$ cat src/rtl/fighter_anim_sprite_pkg.sv
// Shared types and constants for the fighter sprite renderer.
package fighter_sprite_pkg;

    typedef enum logic [1:0] {
        IDLE = 2'd0,
        PLAY = 2'd1,
        DONE = 2'd2
    } anim_state_t;

    localparam int SCREEN_W       = 640;
    localparam int SCREEN_H       = 480;
    localparam int DEF_TRANSP_IDX = 0;

    // Texel count of one animation frame in ROM.
    function automatic int frame_size(input int w, input int h);
        return w * h;
    endfunction

endpackage

$ cat src/rtl/fighter_anim_sprite_if.sv
// Pixel-path bus: scan position and sprite placement in, ROM port and pixel out.
interface fighter_anim_sprite_if #(
    parameter int ADDR_W = 16,
    parameter int IDX_W  = 4
);
    logic [9:0]        DrawX, DrawY;
    logic [9:0]        PosX, PosY;
    logic              blank;
    logic              flip_h;
    logic [ADDR_W-1:0] rom_addr;
    logic [IDX_W-1:0]  rom_q;
    logic [IDX_W-1:0]  pix_idx;
    logic              sprite_on;

    modport master (
        output DrawX, DrawY, PosX, PosY, blank, flip_h, rom_q,
        input  rom_addr, pix_idx, sprite_on
    );

    modport slave (
        input  DrawX, DrawY, PosX, PosY, blank, flip_h, rom_q,
        output rom_addr, pix_idx, sprite_on
    );
endinterface

$ cat src/rtl/fighter_anim_sprite_ctrl.sv
// Animation sequencer: frame stepping on frame_start, with looping or one-shot stop.
module sprite_anim_ctrl
    import fighter_sprite_pkg::*;
#(
    parameter int SPR_W      = 70,
    parameter int SPR_H      = 120,
    parameter int NUM_FRAMES = 4,
    parameter int FRAME_HOLD = 6,
    parameter int ADDR_W     = 16,
    parameter int FI_W       = 2
) (
    input  logic              vga_clk,
    input  logic              reset_n,
    input  logic              frame_start,
    input  logic              start,
    input  logic              loop_en,
    output logic              anim_done,
    output logic [FI_W-1:0]   frame_idx,
    output logic [ADDR_W-1:0] frame_base
);
    localparam logic [1:0] ST_IDLE = IDLE;
    localparam logic [1:0] ST_PLAY = PLAY;
    localparam logic [1:0] ST_DONE = DONE;

    localparam int                HC_W       = (FRAME_HOLD > 1) ? $clog2(FRAME_HOLD) : 1;
    localparam logic [HC_W-1:0]   HOLD_LAST  = HC_W'(FRAME_HOLD - 1);
    localparam logic [FI_W-1:0]   LAST_FRAME = FI_W'(NUM_FRAMES - 1);
    localparam logic [ADDR_W-1:0] FSZ        = ADDR_W'(frame_size(SPR_W, SPR_H));

    logic [1:0]      state;
    logic [HC_W-1:0] hold_cnt;

    // start overrides everything (including a coincident frame_start); frame base
    // is stepped by addition so no multiplier sits on the address path.
    always_ff @(posedge vga_clk or negedge reset_n) begin
        if (!reset_n) begin
            state      <= ST_IDLE;
            hold_cnt   <= '0;
            frame_idx  <= '0;
            frame_base <= '0;
            anim_done  <= 1'b0;
        end else if (start) begin
            state      <= ST_PLAY;
            hold_cnt   <= '0;
            frame_idx  <= '0;
            frame_base <= '0;
            anim_done  <= 1'b0;
        end else begin
            case (state)
                ST_PLAY: begin
                    if (frame_start) begin
                        if (hold_cnt == HOLD_LAST) begin
                            hold_cnt <= '0;
                            if (frame_idx < LAST_FRAME) begin
                                frame_idx  <= frame_idx + 1'b1;
                                frame_base <= frame_base + FSZ;
                            end else if (loop_en) begin
                                frame_idx  <= '0;
                                frame_base <= '0;
                            end else begin
                                state     <= ST_DONE;
                                anim_done <= 1'b1;
                            end
                        end else begin
                            hold_cnt <= hold_cnt + 1'b1;
                        end
                    end
                end
                ST_DONE: begin
                end
                default: begin
                    state      <= ST_IDLE;
                    frame_idx  <= '0;
                    frame_base <= '0;
                end
            endcase
        end
    end
endmodule

$ cat src/rtl/fighter_anim_sprite.sv
// Fighter sprite renderer: box test, scaled/flipped ROM addressing, 3-cycle pixel
// pipeline with index-keyed transparency. Optional SPRITE_BLINK_EN adds hit_flash
// blinking (sprite hidden 4 of every 8 frames while hit_flash is held).
module fighter_anim_sprite
    import fighter_sprite_pkg::*;
#(
    parameter int SPR_W      = 70,
    parameter int SPR_H      = 120,
    parameter int SCALE_LOG2 = 1,
    parameter int NUM_FRAMES = 4,
    parameter int FRAME_HOLD = 6,
    parameter int ADDR_W     = 16,
    parameter int IDX_W      = 4,
    parameter int TRANSP_IDX = DEF_TRANSP_IDX,
    localparam int FI_W      = (NUM_FRAMES > 1) ? $clog2(NUM_FRAMES) : 1
) (
    input  logic                  vga_clk,
    input  logic                  reset_n,
    fighter_anim_sprite_if.slave  bus,
    input  logic                  frame_start,
    input  logic                  start,
    input  logic                  loop_en,
`ifdef SPRITE_BLINK_EN
    input  logic                  hit_flash,
`endif
    output logic                  anim_done,
    output logic [FI_W-1:0]       frame_idx
);
    logic [ADDR_W-1:0] frame_base;

    sprite_anim_ctrl #(
        .SPR_W(SPR_W), .SPR_H(SPR_H), .NUM_FRAMES(NUM_FRAMES),
        .FRAME_HOLD(FRAME_HOLD), .ADDR_W(ADDR_W), .FI_W(FI_W)
    ) u_ctrl (
        .vga_clk(vga_clk), .reset_n(reset_n), .frame_start(frame_start),
        .start(start), .loop_en(loop_en), .anim_done(anim_done),
        .frame_idx(frame_idx), .frame_base(frame_base)
    );

    // 11-bit operands so a box crossing the screen edge clips rather than wraps.
    logic [10:0]       x11, y11, px11, py11, dx, dy, col, row, col_f;
    logic              in_box;
    logic [ADDR_W-1:0] addr_c;

    assign x11    = {1'b0, bus.DrawX};
    assign y11    = {1'b0, bus.DrawY};
    assign px11   = {1'b0, bus.PosX};
    assign py11   = {1'b0, bus.PosY};
    assign in_box = (x11 >= px11) && (x11 < px11 + 11'(SPR_W << SCALE_LOG2)) &&
                    (y11 >= py11) && (y11 < py11 + 11'(SPR_H << SCALE_LOG2));
    assign dx     = x11 - px11;
    assign dy     = y11 - py11;
    assign col    = dx >> SCALE_LOG2;
    assign row    = dy >> SCALE_LOG2;
    assign col_f  = bus.flip_h ? (11'(SPR_W - 1) - col) : col;
    assign addr_c = in_box ? (frame_base + ADDR_W'(row) * ADDR_W'(SPR_W) + ADDR_W'(col_f)) : '0;

    logic blink_hide;
`ifdef SPRITE_BLINK_EN
    logic [2:0] blink_cnt;

    // Counts frames while flashing; restarts from zero each time a flash begins.
    always_ff @(posedge vga_clk or negedge reset_n) begin
        if (!reset_n)         blink_cnt <= '0;
        else if (!hit_flash)  blink_cnt <= '0;
        else if (frame_start) blink_cnt <= blink_cnt + 3'd1;
    end
    assign blink_hide = hit_flash && blink_cnt[2];
`else
    assign blink_hide = 1'b0;
`endif

    // vld_d[k]: pixel was inside the box during active video, k cycles ago.
    logic [2:1] vld_d;

    // Stage 1/2: register ROM address, carry visibility alongside the ROM read.
    always_ff @(posedge vga_clk or negedge reset_n) begin
        if (!reset_n) begin
            bus.rom_addr <= '0;
            vld_d        <= '0;
        end else begin
            bus.rom_addr <= addr_c;
            vld_d[1]     <= in_box && bus.blank;
            vld_d[2]     <= vld_d[1];
        end
    end

    logic opaque;
    assign opaque = vld_d[2] && (bus.rom_q != IDX_W'(TRANSP_IDX)) && !blink_hide;

    // Stage 3: register pixel; index forced to 0 whenever the sprite is not drawn.
    always_ff @(posedge vga_clk or negedge reset_n) begin
        if (!reset_n) begin
            bus.sprite_on <= 1'b0;
            bus.pix_idx   <= '0;
        end else begin
            bus.sprite_on <= opaque;
            bus.pix_idx   <= opaque ? bus.rom_q : '0;
        end
    end
endmodule

$ cat src/flat_wrapper.sv
// flat-port wrapper written by rule: the top's interface ports become plain ports
module fighter_anim_sprite_flat import fighter_sprite_pkg::*;
#(
    parameter int SPR_W      = 70,
    parameter int SPR_H      = 120,
    parameter int SCALE_LOG2 = 1,
    parameter int NUM_FRAMES = 4,
    parameter int FRAME_HOLD = 6,
    parameter int ADDR_W     = 16,
    parameter int IDX_W      = 4,
    parameter int TRANSP_IDX = DEF_TRANSP_IDX,
    localparam int FI_W      = (NUM_FRAMES > 1) ? $clog2(NUM_FRAMES) : 1
)
  (vga_clk, reset_n, frame_start, start, loop_en, anim_done, frame_idx, bus_DrawX, bus_DrawY, bus_PosX, bus_PosY, bus_blank, bus_flip_h, bus_rom_q, bus_rom_addr, bus_pix_idx, bus_sprite_on);
  fighter_anim_sprite_if #(.ADDR_W(ADDR_W), .IDX_W(IDX_W)) bus_i ();
  input  logic vga_clk;
  input  logic reset_n;
  input  logic frame_start;
  input  logic start;
  input  logic loop_en;
  output logic anim_done;
  output logic [FI_W-1:0] frame_idx;
  input wire logic [$bits(bus_i.DrawX)-1:0] bus_DrawX;
  input wire logic [$bits(bus_i.DrawY)-1:0] bus_DrawY;
  input wire logic [$bits(bus_i.PosX)-1:0] bus_PosX;
  input wire logic [$bits(bus_i.PosY)-1:0] bus_PosY;
  input wire logic [$bits(bus_i.blank)-1:0] bus_blank;
  input wire logic [$bits(bus_i.flip_h)-1:0] bus_flip_h;
  input wire logic [$bits(bus_i.rom_q)-1:0] bus_rom_q;
  output wire logic [$bits(bus_i.rom_addr)-1:0] bus_rom_addr;
  output wire logic [$bits(bus_i.pix_idx)-1:0] bus_pix_idx;
  output wire logic [$bits(bus_i.sprite_on)-1:0] bus_sprite_on;
  assign bus_i.DrawX = bus_DrawX;
  assign bus_i.DrawY = bus_DrawY;
  assign bus_i.PosX = bus_PosX;
  assign bus_i.PosY = bus_PosY;
  assign bus_i.blank = bus_blank;
  assign bus_i.flip_h = bus_flip_h;
  assign bus_i.rom_q = bus_rom_q;
  assign bus_rom_addr = bus_i.rom_addr;
  assign bus_pix_idx = bus_i.pix_idx;
  assign bus_sprite_on = bus_i.sprite_on;
  fighter_anim_sprite #(.SPR_W(SPR_W), .SPR_H(SPR_H), .SCALE_LOG2(SCALE_LOG2), .NUM_FRAMES(NUM_FRAMES), .FRAME_HOLD(FRAME_HOLD), .ADDR_W(ADDR_W), .IDX_W(IDX_W), .TRANSP_IDX(TRANSP_IDX)) u_core (.vga_clk(vga_clk), .reset_n(reset_n), .bus(bus_i), .frame_start(frame_start), .start(start), .loop_en(loop_en), .anim_done(anim_done), .frame_idx(frame_idx));
endmodule
$ cat config.mk
export PLATFORM = sky130hd
export DESIGN_NAME = fighter_anim_sprite_flat
export DESIGN_NICKNAME = d
export VERILOG_FILES = /design/src/rtl/fighter_anim_sprite_pkg.sv /design/src/rtl/fighter_anim_sprite_if.sv /design/src/rtl/fighter_anim_sprite_ctrl.sv /design/src/rtl/fighter_anim_sprite.sv /design/src/flat_wrapper.sv
export SDC_FILE = /design/constraint.sdc
export NUM_CORES = 1
export LEC_CHECK = 0
export CORE_UTILIZATION = 55
export DETAILED_ROUTE_END_ITERATION = 6
export DONT_BUFFER_PORTS = 1
export MAX_ROUTING_LAYER = met4
export PLACE_DENSITY_LB_ADDON = 0.15
export SYNTH_ARGS = -nofsm -noshare
export SYNTH_HDL_FRONTEND = slang
export SYNTH_SLANG_ARGS = --single-unit
$ cat constraint.sdc
create_clock -name vga_clk -period 3.6 [get_ports vga_clk]
set_clock_uncertainty 0.2 [all_clocks]
set_input_delay 0.54 -clock vga_clk [delete_from_list [all_inputs] [get_ports vga_clk]]
set_output_delay 0.54 -clock vga_clk [all_outputs]
set_load 0.02 [all_outputs]
Word level (Yosys, flattened, before mapping):

Index checks and enable logic that the tools add are counted.

* register bits after elaboration: 47
* logic and storage cells: 80
* memories: 0
* bits in latches: 0
* output and inout bits: 24
* ROM bits: 0
* bits in writable memories: 0

* reductions and logical operators: 13
* div/mod/pow operators: 0
* multiplexer cells: 31
* order comparisons: 5
* multipliers: 1
* add/sub/neg operators: 10
* bitwise gates (word level): 0
* equality and inequality tests: 11
* shift-type cells: 0

Operator list (number)
* two-way mux 16 bit: 6
* case mux 16 bit (2 select lines): 1
* adder 10 x 8 -> 11 bit (second input constant): 2
* less-than comparator 10 x 11 -> 1 bit: 2
* subtractor 10 x 10 -> 11 bit: 2
* >= comparator 10 bit: 2
* two-way mux 2 bit: 10
* adder 16 x 11 -> 16 bit: 1
* adder 16 x 14 -> 16 bit (second input constant): 1
* adder 16 bit: 1
* multiplier 10 x 6 -> 15 bit (second input constant): 1
* two-way mux 3 bit: 4
* != test 3 bit (second input constant): 4
* two-way mux 11 bit: 1
* subtractor 7 x 10 -> 11 bit (first input constant): 1
* AND reduction 5 bit: 2
* case mux 2 bit (2 select lines): 2
* two-way mux 1 bit: 6
* != test 2 bit (second input constant): 3
* nonzero test 2 bit: 3
* logical AND 1 bit: 5
* two-way mux 4 bit: 1
* != test 4 bit (second input constant): 1
* AND reduction 4 bit: 1
* 8 further kinds: 8

Longest topological paths before layout:

* depth after elaboration: 6
* mapped depth: 27

Cells and area by module:

Synthesis repeated with hierarchy kept, for this count alone.

* cell total of the unflattened synthesis: 638
* area total of the unflattened synthesis: 5519.0 um2

Modules (own cells, without submodules)
* fighter_anim_sprite: cells each 517, area each 4360.4 um2, instances 1
* sprite_anim_ctrl: cells each 121, area each 1158.6 um2, instances 1

Least setup slack after synthesis:

Ideal clock, no wire load.

* path type: input to register
* from: input bus_DrawY[0]
* to: register u_core.bus.rom_addr[15]
* setup slack: -2.525 ns
* data required time: 3.279 ns
* stages: 26
* arrival: 5.804 ns
* path through: inv_1 ha_1 fa_1 nand2b_1 a21oi_1 nor3_1 or3_1 xnor2_1 ha_1 ha_1 inv_1 fa_1 inv_1 ha_1 nor2b_1 o21a_1 nor2_1 xnor2_1 fa_1 ha_1 inv_1 o311ai_0 a41oi_1 xnor2_1 xnor2_1 nor2_1

* cells in the longest elaborated chain, start to end: 5
* elaborated cells between the ends (all ways): 9

Ends and longest elaborated chain
* from (decl): line flat_wrapper.sv:24 `input wire logic [$bits(bus_i.DrawY)-1:0] bus_DrawY;`
* subtractor 10 x 10 -> 11 bit: line fighter_anim_sprite.sv:52 `assign dy = y11 - py11;`
* multiplier 10 x 6 -> 15 bit: line fighter_anim_sprite.sv:56 `assign addr_c = in_box ? (frame_base + ADDR_W'(row) * ADDR_W'(SPR_W) + ADDR_W'(col_f)) : '0;`
* adder 16 bit: line fighter_anim_sprite.sv:56
* adder 16 x 11 -> 16 bit: line fighter_anim_sprite.sv:56
* two-way mux 16 bit (*): line fighter_anim_sprite.sv:56
* via u_core.addr_c[15]: line fighter_anim_sprite.sv:43 `logic [ADDR_W-1:0] addr_c;`
* to (signal assigned): line fighter_anim_sprite.sv:82 `bus.rom_addr <= addr_c;`
* to (decl): line fighter_anim_sprite_if.sv:22 `output rom_addr, pix_idx, sprite_on`

Mark *: on every way through the listed nets, which the timed path passes. The rest lies on a longest branch.
A chain may end at the register's enable or synchronous reset.

Final worst setup path:

Ends and elaborated chain as after synthesis.

==> impl_metrics.toml <==
[synth]
synthXorXnorAreaFrac_pct = 9.30
muxShareOfSynthArea_pct = 0.218
synth-seq-cells = 43
synth_flop_cell = "dfrtp_1"
synth_largest_area_cell = "ha_1"
seq_area_frac_synth_pct = 20.8
yosys.area_share.simple_pct = 17.2
synth_area_leaders = "ha_1, dfrtp_1, fa_1"
synth_edf_count = 0
synth.distinct_cells = 66
netlist.area_leader.share_pct = 22.5
syn_area_per_cell_um2 = 8.54
yosysMostFrequentCell = "ha_1"
synth_adder_area_share_pct = 28.7
synthTopCellsByCount = "ha_1, inv_1, nor2_1, dfrtp_1, nand2_1"
synth_compound_area_share_pct = 17.2
synth_nets = 765
syn_area_um2 = 5160
async_flop_share_pct = 100
synth_top_family_by_area = "adder cells"
netlist_instances = 605
yosys_warnings = 0

[detailed_routing]
first_iter_violations = 131
antenna_left = 0
drt-pass1-iter-count = 6
drc = 1
vias = 4744
wl_mm = 13.0
avgViaCountPerCell = 5.59
routedWlPerCell_um = 15.3

[grt]
antenna_found_initial = 0
grt_overflow = 0
grt_max_degree = 44
grt_pass1_vias = 5124
grt_usage_pct = 28.2
grt_pass1_wl_mm = 21.9

[placement]
port-buffer-count = 0
dp_cells = 826
hpwl_mm = 10.2
gp_routability_congestion = 0.815

[worst_setup_path]
crit_type = "in2reg"
r2r_cells = 12
crit_slowest_cell = "fa_2"
crit_start = "bus_DrawY[0]"
rrSetupSlack_ps = 580
start_kind = "primary input"
r2r-start = "u_core.u_ctrl.frame_base[6]"
cpMostUsedCell = "ha_4"
critPathArrivalTime_ps = 5610
max_stage_delay_ps = 570
regToRegEndpoint = "u_core.bus.rom_addr[12]"
cp-endpoint = "u_core.bus.rom_addr[15]"
critPathCaptureType = "flip-flop"
required_ps = 3590
cp_max_fo = 3

[min_path]
hp-class = "in2reg"

[sta]
setup_viol = 11
slew_violations = 0
hold_viol = 0
fin_crit_ps = 5610
holdWs_ps = 92.8
worst_slack_ps = -2010
fin_crit_sh_pct = 156
fmax_mhz = 178
rsz0062_at_grt = "true"

[clock_tree]
clock_latency_ps = 300
cts_sinks = 43
htree_levels = 2
clockBufferDepth = 2
cts_tree = "done"
cts_buffers = 5
clk_pin_slew_worst_paths_ps = 80
root_buffer = "clkbuf_8"

[layout]
syn_to_final_growth_pct = 36.6
layout.cells.non_filler = 848
drive_gt1_share_pct = 31.4
nets = 899
fillers = 588
diodes = 0

[flow_run]
cap_violations = 0

[die]
core_um2 = 8890
fp.dieArea_um2 = 9780
row_count = 34
start_util_pct = 58.1
die_x_um = 98.9
ios = 75
dieHeight_um = 98.9

[status]
status = "finished, violations left"
violations = "DRC, setup timing"
-- state kept, by name (all words and copies together), names as in the netlist --
register                  count
u_core.u_ctrl.frame_idx       2
u_core.u_ctrl.anim_done       1
u_core.u_ctrl.hold_cnt        3
u_core.bus.sprite_on          1
u_core.vld_d                  2
u_core.u_ctrl.state           2
u_core.u_ctrl.frame_base     12
u_core.bus.pix_idx            4
u_core.bus.rom_addr          16
-- per-layer routing --
metal	wire (um)	GRT usage [%]	share of wire [%]
met4	300	8.50	2.3
met5	0	-	0
met1	5270	30.6	41
met2	7000	53.7	54
met3	376	3.12	2.9
-- layout by cell type (no fill, tap or decap), types with 5 or more instances in the layout --
cell	Yosys	routed
o21a_1	5	5
ha_1	93	68
or3_1	7	6
dfrtp_1	43	43
a21oi_2	2	8
nand2_1	40	38
xnor2_1	34	28
xor2_1	19	18
a21o_1	11	11
nor2_1	52	49
a21oi_1	30	21
nand2b_1	18	15
o21ai_0	32	26
and2_1	5	5
a211oi_1	6	5
fa_1	16	14
buf_4	0	125
nand3_1	12	12
inv_1	79	69
inv_2	1	9
a31oi_1	5	5
xnor2_2	1	6
nor3_1	17	13
clkbuf_8	0	5
nor2b_1	7	6
ha_4	0	24
-- logic make-up after synthesis --
kind of cell    after synthesis
simple gates                181
xor+xnor                     54
other cells                   1
flops                        43
mux                           1
buf+inv                      85
compound gates              131
fa+ha+maj                   109
-- worst min path at each step --
| stage | startpoint | endpoint | slack [ps] | depth (start not counted) |
|---|---|---|---|---|
| 2_1_floorplan | reset_n | u_core.bus.pix_idx[0] | 40 | 0 |
| 3_3_place_gp | reset_n | u_core.u_ctrl.hold_cnt[1] | 50 | 0 |
| 3_5_place_dp | reset_n | u_core.u_ctrl.anim_done | 50 | 0 |
| 4_1_cts | start | u_core.u_ctrl.state[1] | 90 | 1 |
| 5_1_grt | start | u_core.u_ctrl.hold_cnt[0] | 80 | 1 |
| 6_report | start | u_core.u_ctrl.state[1] | 90 | 1 |
-- metrics by stage --
stage          TNS [ps]  worst slack [ps]  area (um2)  utilization [%]
2_1_floorplan    -16850             -2230        5480                -
3_3_place_gp     -19900             -2360        6480             72.9
3_5_place_dp     -21770             -2590        6480             72.9
4_1_cts          -15150             -1950        6930             77.9
5_1_grt          -18650             -2250        7060             79.4
6_report         -16550             -2010        7060             79.4
-- layout make-up --
class / count / area, um2 / area share, %
inverter: 80 / 315 / 4.47
timing repair buffer: 132 / 1030 / 14.6
sequential: 43 / 1080 / 15.2
clock inverter: 3 / 43.8 / 0.621
clock buffer: 5 / 68.8 / 0.975
multi-input combinational: 477 / 4380 / 62.1
tap: 108 / 135 / 1.91
-- critical path, delay by kind of cell --
| family | cells | cell delay, ps |
|---|---|---|
| compound gates | 6 | 910 |
| xor+xnor | 4 | 670 |
| fa+ha+maj | 8 | 2640 |
| buf+inv | 3 | 230 |
| simple gates | 5 | 600 |
-- repair_timing --
item | CTS | global route
resized for setup | 39 | 20
pin swaps | 29 | 32
hold buffers | 2 | 0
gates cloned | 0 | 0
buffers inserted | 9 | 4
setup endpoints to repair | 12 | 12
endpoints found under the hold margin | 43 | 0
Power is left out: the tool's default activity adds up to more than one toggle a clock period on the data nets, which glitch-free logic cannot reach.
